**src/rtl/prog_mem_pkg.sv**
```systemverilog
// prog_mem_pkg: shared state enum, opcodes and default program image
package prog_mem_pkg;
  typedef enum logic [1:0] {RUN, DRAIN, PROG} state_t;
  localparam logic [3:0] OP_NOP = 4'h0;
  localparam logic [3:0] OP_LOAD = 4'h1;
  localparam logic [3:0] OP_ADD = 4'h2;
  localparam logic [3:0] OP_JMP = 4'h6;
  localparam logic [3:0] OP_OUT = 4'h8;
  localparam int DEFAULT_LEN = 5;
  localparam logic [15:0] DEFAULT_PROG [DEFAULT_LEN] = '{
    {OP_LOAD, 12'h001},
    {OP_OUT, 12'h000},
    {OP_ADD, 12'h001},
    {OP_OUT, 12'h000},
    {OP_JMP, 12'h001}
  };
endpackage

```
**src/rtl/prog_mem_if.sv**
```systemverilog
// prog_mem_if: fetch, return and program-load signals of the program memory
interface prog_mem_if #(
  parameter int ADDR_W = 8,
  parameter int DATA_W = 16
);
  logic fetch_valid;
  logic [ADDR_W-1:0] fetch_addr;
  logic fetch_ready;
  logic rdata_valid;
  logic [DATA_W-1:0] rdata;
  logic rdata_err;
  logic rdata_ready;
  logic prog_en;
  logic prog_we;
  logic [ADDR_W-1:0] prog_addr;
  logic [DATA_W-1:0] prog_data;
  logic prog_mode;
  modport master (
    output fetch_valid, fetch_addr, rdata_ready, prog_en, prog_we, prog_addr, prog_data,
    input fetch_ready, rdata_valid, rdata, rdata_err, prog_mode
  );
  modport slave (
    input fetch_valid, fetch_addr, rdata_ready, prog_en, prog_we, prog_addr, prog_data,
    output fetch_ready, rdata_valid, rdata, rdata_err, prog_mode
  );
endinterface

```
**src/rtl/prog_mem_array.sv**
```systemverilog
// prog_mem_array: DEPTH x DATA_W storage, sync write, combinational read, out-of-range guarded
module prog_mem_array import prog_mem_pkg::*; #(
  parameter int ADDR_W = 8,
  parameter int DATA_W = 16,
  parameter int DEPTH = 256
) (
  input  logic clk,
  input  logic we,
  input  logic [ADDR_W-1:0] waddr,
  input  logic [DATA_W-1:0] wdata,
  input  logic [ADDR_W-1:0] raddr,
  output logic [DATA_W-1:0] rdata,
  output logic rerr
);
  localparam int IW = DEPTH > 1 ? $clog2(DEPTH) : 1;
  // Default words keep their opcode in the top nibble and immediate in the low byte
  function automatic logic [DATA_W-1:0] widen(logic [15:0] w);
    widen = '0;
    widen[DATA_W-1 -: 4] = w[15:12];
    widen[7:0] = w[7:0];
  endfunction
  logic [DATA_W-1:0] mem [DEPTH] = '{
    0: widen(DEFAULT_PROG[0]),
    1: widen(DEFAULT_PROG[1]),
    2: widen(DEFAULT_PROG[2]),
    3: widen(DEFAULT_PROG[3]),
    4: widen(DEFAULT_PROG[4]),
    default: '0
  };
  logic w_in, r_in;
  assign w_in = 32'(waddr) < DEPTH;
  assign r_in = 32'(raddr) < DEPTH;
  // Writes beyond DEPTH are dropped so they cannot alias onto low words
  always_ff @(posedge clk)
    if (we && w_in) mem[waddr[IW-1:0]] <= wdata;
  // Out-of-range reads return a NOP and flag the error
  always_comb begin
    rerr = !r_in;
    rdata = r_in ? mem[raddr[IW-1:0]] : '0;
  end
endmodule

```
**src/rtl/prog_mem.sv**
```systemverilog
// prog_mem: instruction memory with fetch/return handshake and program-load mode
module prog_mem import prog_mem_pkg::*; #(
  parameter int ADDR_W = 8,
  parameter int DATA_W = 16,
  parameter int DEPTH = 256
) (
  input logic clk,
  input logic rst,
  prog_mem_if.slave bus
);
  state_t state, state_nx;
  logic accept, out_free, mem_we, mem_err;
  logic [DATA_W-1:0] mem_rd;
  assign out_free = !bus.rdata_valid || bus.rdata_ready;
  assign accept = bus.fetch_valid && bus.fetch_ready;
  assign mem_we = bus.prog_we && state == PROG && !rst;
  prog_mem_array #(.ADDR_W(ADDR_W), .DATA_W(DATA_W), .DEPTH(DEPTH)) u_array (
    .clk(clk),
    .we(mem_we),
    .waddr(bus.prog_addr),
    .wdata(bus.prog_data),
    .raddr(bus.fetch_addr),
    .rdata(mem_rd),
    .rerr(mem_err)
  );
  // State register
  always_ff @(posedge clk or posedge rst)
    if (rst) state <= RUN;
    else state <= state_nx;
  // Program mode waits for any held word to be taken before entering PROG
  always_comb
    state_nx = state == RUN ? (bus.prog_en ? (out_free ? PROG : DRAIN) : RUN) :
               state == DRAIN ? (bus.rdata_ready ? PROG : DRAIN) :
               (bus.prog_en ? PROG : RUN);
  // Fetch is accepted only in RUN with no pending mode change and room at the output
  always_comb begin
    bus.prog_mode = state == PROG;
    bus.fetch_ready = state == RUN && !bus.prog_en && out_free;
  end
  // Return register: loads on accept, holds while stalled, empties after handshake
  always_ff @(posedge clk or posedge rst)
    if (rst) begin
      bus.rdata_valid <= 1'b0;
      bus.rdata <= '0;
      bus.rdata_err <= 1'b0;
    end else if (accept) begin
      bus.rdata_valid <= 1'b1;
      bus.rdata <= mem_rd;
      bus.rdata_err <= mem_err;
    end else if (bus.rdata_ready) begin
      bus.rdata_valid <= 1'b0;
    end
endmodule

```
**src/flat_wrapper.sv**
```systemverilog
// flat-port wrapper written by rule: the top's interface ports become plain ports
module prog_mem_flat import prog_mem_pkg::*;
#(
  parameter int ADDR_W = 8,
  parameter int DATA_W = 16,
  parameter int DEPTH = 256
)
  (clk, rst, bus_fetch_valid, bus_fetch_addr, bus_rdata_ready, bus_prog_en, bus_prog_we, bus_prog_addr, bus_prog_data, bus_fetch_ready, bus_rdata_valid, bus_rdata, bus_rdata_err, bus_prog_mode);
  prog_mem_if #(.ADDR_W(ADDR_W), .DATA_W(DATA_W)) bus_i ();
  input logic clk;
  input logic rst;
  input wire logic [$bits(bus_i.fetch_valid)-1:0] bus_fetch_valid;
  input wire logic [$bits(bus_i.fetch_addr)-1:0] bus_fetch_addr;
  input wire logic [$bits(bus_i.rdata_ready)-1:0] bus_rdata_ready;
  input wire logic [$bits(bus_i.prog_en)-1:0] bus_prog_en;
  input wire logic [$bits(bus_i.prog_we)-1:0] bus_prog_we;
  input wire logic [$bits(bus_i.prog_addr)-1:0] bus_prog_addr;
  input wire logic [$bits(bus_i.prog_data)-1:0] bus_prog_data;
  output wire logic [$bits(bus_i.fetch_ready)-1:0] bus_fetch_ready;
  output wire logic [$bits(bus_i.rdata_valid)-1:0] bus_rdata_valid;
  output wire logic [$bits(bus_i.rdata)-1:0] bus_rdata;
  output wire logic [$bits(bus_i.rdata_err)-1:0] bus_rdata_err;
  output wire logic [$bits(bus_i.prog_mode)-1:0] bus_prog_mode;
  assign bus_i.fetch_valid = bus_fetch_valid;
  assign bus_i.fetch_addr = bus_fetch_addr;
  assign bus_i.rdata_ready = bus_rdata_ready;
  assign bus_i.prog_en = bus_prog_en;
  assign bus_i.prog_we = bus_prog_we;
  assign bus_i.prog_addr = bus_prog_addr;
  assign bus_i.prog_data = bus_prog_data;
  assign bus_fetch_ready = bus_i.fetch_ready;
  assign bus_rdata_valid = bus_i.rdata_valid;
  assign bus_rdata = bus_i.rdata;
  assign bus_rdata_err = bus_i.rdata_err;
  assign bus_prog_mode = bus_i.prog_mode;
  prog_mem #(.ADDR_W(ADDR_W), .DATA_W(DATA_W), .DEPTH(DEPTH)) u_core (.clk(clk), .rst(rst), .bus(bus_i));
endmodule
```
**config.mk**
```make
export PLATFORM = sky130hd
export DESIGN_NAME = prog_mem_flat
export DESIGN_NICKNAME = d
export VERILOG_FILES = /design/src/rtl/prog_mem_pkg.sv /design/src/rtl/prog_mem_if.sv /design/src/rtl/prog_mem_array.sv /design/src/rtl/prog_mem.sv /design/src/flat_wrapper.sv
export SDC_FILE = /design/constraint.sdc
export NUM_CORES = 2
export LEC_CHECK = 0
export ABC_CLOCK_PERIOD_IN_PS = 5150
export CAP_MARGIN = 15
export CORE_MARGIN = 2
export CORE_UTILIZATION = 29
export CTS_CLUSTER_DIAMETER = 50
export DETAILED_ROUTE_END_ITERATION = 8
export PLACE_DENSITY = 0.43
export SKIP_CTS_REPAIR_TIMING = 1
export SLEW_MARGIN = 40
export SYNTH_ARGS = -nofsm -noshare
export SYNTH_HDL_FRONTEND = slang
export SYNTH_SLANG_ARGS = --single-unit
```
**constraint.sdc**
```tcl
create_clock -name clk -period 5.15 [get_ports clk]
set_clock_uncertainty 0.05 [all_clocks]
set_input_delay 0.7725 -clock clk [delete_from_list [all_inputs] [get_ports clk]]
set_output_delay 0.7725 -clock clk [all_outputs]
set_load 0.02 [all_outputs]
```
==> summary.txt <==
CTS
  • Maximum root-to-sink buffer count: 4
  • H-tree depth: 5
  • Cts bufs inserted: around 460
  • Clock Tree Root: clkbuf_16
  • Worst-path clk slew: 0.06 ns
  • CTS tree: built
  • CTS Sinks: between 4000 and 5000
  • Worst-Skew Late Latency: roughly 1.0 ns

Synth
  • Syn_nets: about 7500
  • Synth top area share: 77.1%
  • Post-Syn Area: about 160000 um^2
  • Ys async rst share: 0.462%
  • Syn_area_per_cell: between 20 and 25 um^2
  • Post-synth EDFFs: a little over 4000
  • Netlist cell types: 82
  • Post-Synthesis Cells: 7505
  • Synth area leaders: edfxtp_1, mux4_2, mux2i_1
  • Most common cell in the netlist: edfxtp_1
  • Top_reg_cell synth: edfxtp_1
  • Commonest cells post-synth: edfxtp_1, mux4_2, mux2i_1
  • Sequential area share after synthesis: just under 80%
  • Yosys warning count: 0
  • Leading area contributor after synthesis: edfxtp_1
  • Register bit total from synthesis: 4115

Finish
  • Share of layout cells above drive strength 1: between 20% and 30%
  • Nets: about 8300
  • Utilization after layout: between 30% and 40%
  • Area growth syn-to-layout: 18.2%

Placed design
  • Post-Place Setup Slack: approximately 0.028 ns
  • Routability-driven placement congestion ratio: between 0.8 and 0.9
  • Final HPWL DP: between 300000 and 400000 um
  • Number of port buffers: 56

Job
  • Max Cap Viol: 0

Die
  • Die W: 746 um
  • Initial Util: approximately 29%
  • Total die area: 556000 um^2
  • Core Region: roughly 550000 um^2
  • Row Count: about 270
  • Die height: roughly 750 um
  • Top-level I/O count: just under 60

Worst setup path
  • Req. time, crit path: 6.07 ns
  • Slowest CP cell: or4_1
  • WP data arrival: roughly 5 ns
  • Reg-to-Reg Start: u_core.state[1]$_DFF_PP0_
  • CP Cell Sequence: buf_8, nand2b_2, buf_4, o221ai_1, a21oi_1, a21oi_1, nand3_1, or4_1, o211ai_1
  • R2R depth: 8
  • Critical Path Fanout Max: 37
  • Crit end category: flop
  • Crit-path most repeated cell: a21oi_1
  • Reg-to-reg setup timing slack: between 1.5 and 2 ns
  • Worst stage delay on the critical path: 0.86 ns
  • Critical R2R Capture: u_core.bus.rdata[1]$_DFFE_PP0P_
  • CP Launch Type: primary input
  • Critical setup path kind: primary input to flop

Route
  • WL met2: approximately 250000 um
  • Met1 wire length: 242000 um
  • Wire per inst: between 30 and 40 um
  • Remaining DRCs: 0
  • Avg Vias per Cell: 5.18
  • Metal3 WL: about 36000 um
  • DRT Pass-1 Iters: 5
  • Antenna-violating nets left: 0
  • Via Count: slightly above 80000
  • Post-Route WL: 548000 um
  • Max Used Layer: met5
  • DRT iter0 DRCs: 10200

Global route
  • Gr usage total: between 10% and 20%
  • Largest net degree at the start of global routing: ~150
  • Global route overflow: 0
  • Initial antenna violation count: 60
  • Vias in the first global route: around 83000
  • First-pass GRT wire length: 738000 um

Hold path
  • Hold WC Path Type: primary input to flop
  • Hold Path Depth: 1
  • Worst Hold Endpoint: u_core.u_array.mem[4][11]$_DFFE_PP_
  • Hold Startpoint: bus_prog_data[11]

STA
  • Worst Tran Pin Value: roughly 1.1 ns
  • Setup violators final: 0
  • Worst hold slack: around 0.077 ns
  • Final Hold Viols: 0
  • Relative slew margins: between 20% and 30%
  • Slew Limit Fails: 0
  • Achievable Freq: ~0.24 GHz
  • RSZ-0062 raised after global routing: no
  • Fin crit share: approximately four fifths
  • Min setup slack post-route: between 1 and 1.5 ns
  • Fin crit period: ~4.1 ns

Power and ir drop
  • IR drop worst, VDD: around 0.00032 V
  • Total Power: approximately 74000 uW
  • PwrDens: ~390 nW/um^2
  • Leakage: about 0.060 uW

Run status
  • Outcome: finished, final reports clean
[power by group]
group	internal (uW)	switching [uW]	total [uW]
clock network	19100	13900	32900
registers	36900	167	37000
logic	1250	2710	3960
[flip-flops by register name, summed over array words and instances, names as in the netlist]
signal                  flops
u_core.bus.rdata           16
u_core.u_array.mem       4096
u_core.bus.rdata_valid      1
u_core.state                2
[through the flow]
step,cells,TNS (ns),instance area [um^2]
after CTS,15900,0,188000
after global routing,15900,0,188000
after global placement,15100,-2.50,173000
final,15900,0,188000
after floorplan,7505,0,160000
after detailed placement,15100,0,173000
[placed cells by master, fill, tap and decap left out, types with 81 or more instances in the layout]
cell type,n
buf_4,619
clkbuf_16,465
nor2_1,158
buf_12,81
nand2_1,203
clkinv_1,118
a21oi_1,93
o21ai_0,89
edfxtp_1,4096
a22oi_1,122
mux2i_1,540
o22ai_1,142
mux4_2,721
nor2_2,166
[final cells by class]
cell class | count | area (um^2)
clock buffer | 531 | 11900
timing repair buffer | 769 | 7210
tap | 7261 | 9080
antenna | 17 | 42.5
clock inverter | 315 | 3240
inverter | 7 | 38.8
fill | 51100 | 360000
multi-input combinational | 2930 | 33500
sequential | 4115 | 123000
[per-layer routing]
| layer | global-route usage, % | up-vias |
|---|---|---|
| met5 | 0 | - |
| met4 | 5.16 | 8 |
| met3 | 2.97 | 650 |
| met2 | 30.4 | 3182 |
| met1 | 27.5 | 45500 |
| li1 | - | 33200 |
[critical path: cells and delay by family]
kind	cells	cell delay (ns)
AO/OA/AOI/OAI	4	1.38
buffers and inverters	2	0.89
AND/OR/NAND/NOR	3	1.82
[worst max path at each step]
| stage | slack, ns | start | endpoint | cells past startpoint |
|---|---|---|---|---|
| detailed placement | 0.03 | bus_fetch_addr[1] | u_core.bus.rdata[5]$_DFFE_PP0P_ | 9 |
| global placement | -1.31 | bus_fetch_addr[0] | u_core.bus.rdata[14]$_DFFE_PP0P_ | 10 |
| global route | 1.0 | bus_fetch_addr[1] | u_core.bus.rdata[3]$_DFFE_PP0P_ | 9 |
| floorplan | 1.63 | rst | u_core.u_array.mem[102][0]$_DFFE_PP_ | 7 |
| CTS | 1.18 | bus_fetch_addr[1] | u_core.bus.rdata[3]$_DFFE_PP0P_ | 9 |
| finish | 1.02 | bus_fetch_addr[1] | u_core.bus.rdata[5]$_DFFE_PP0P_ | 9 |
[kinds of logic after synthesis]
group	synth area share (%)
buf+inv	2.13
simple gates	2.17
mux	14.8
other cells	0.00235
flops	77.4
compound gates	3.50
Power figures use the tool's default switching activity.
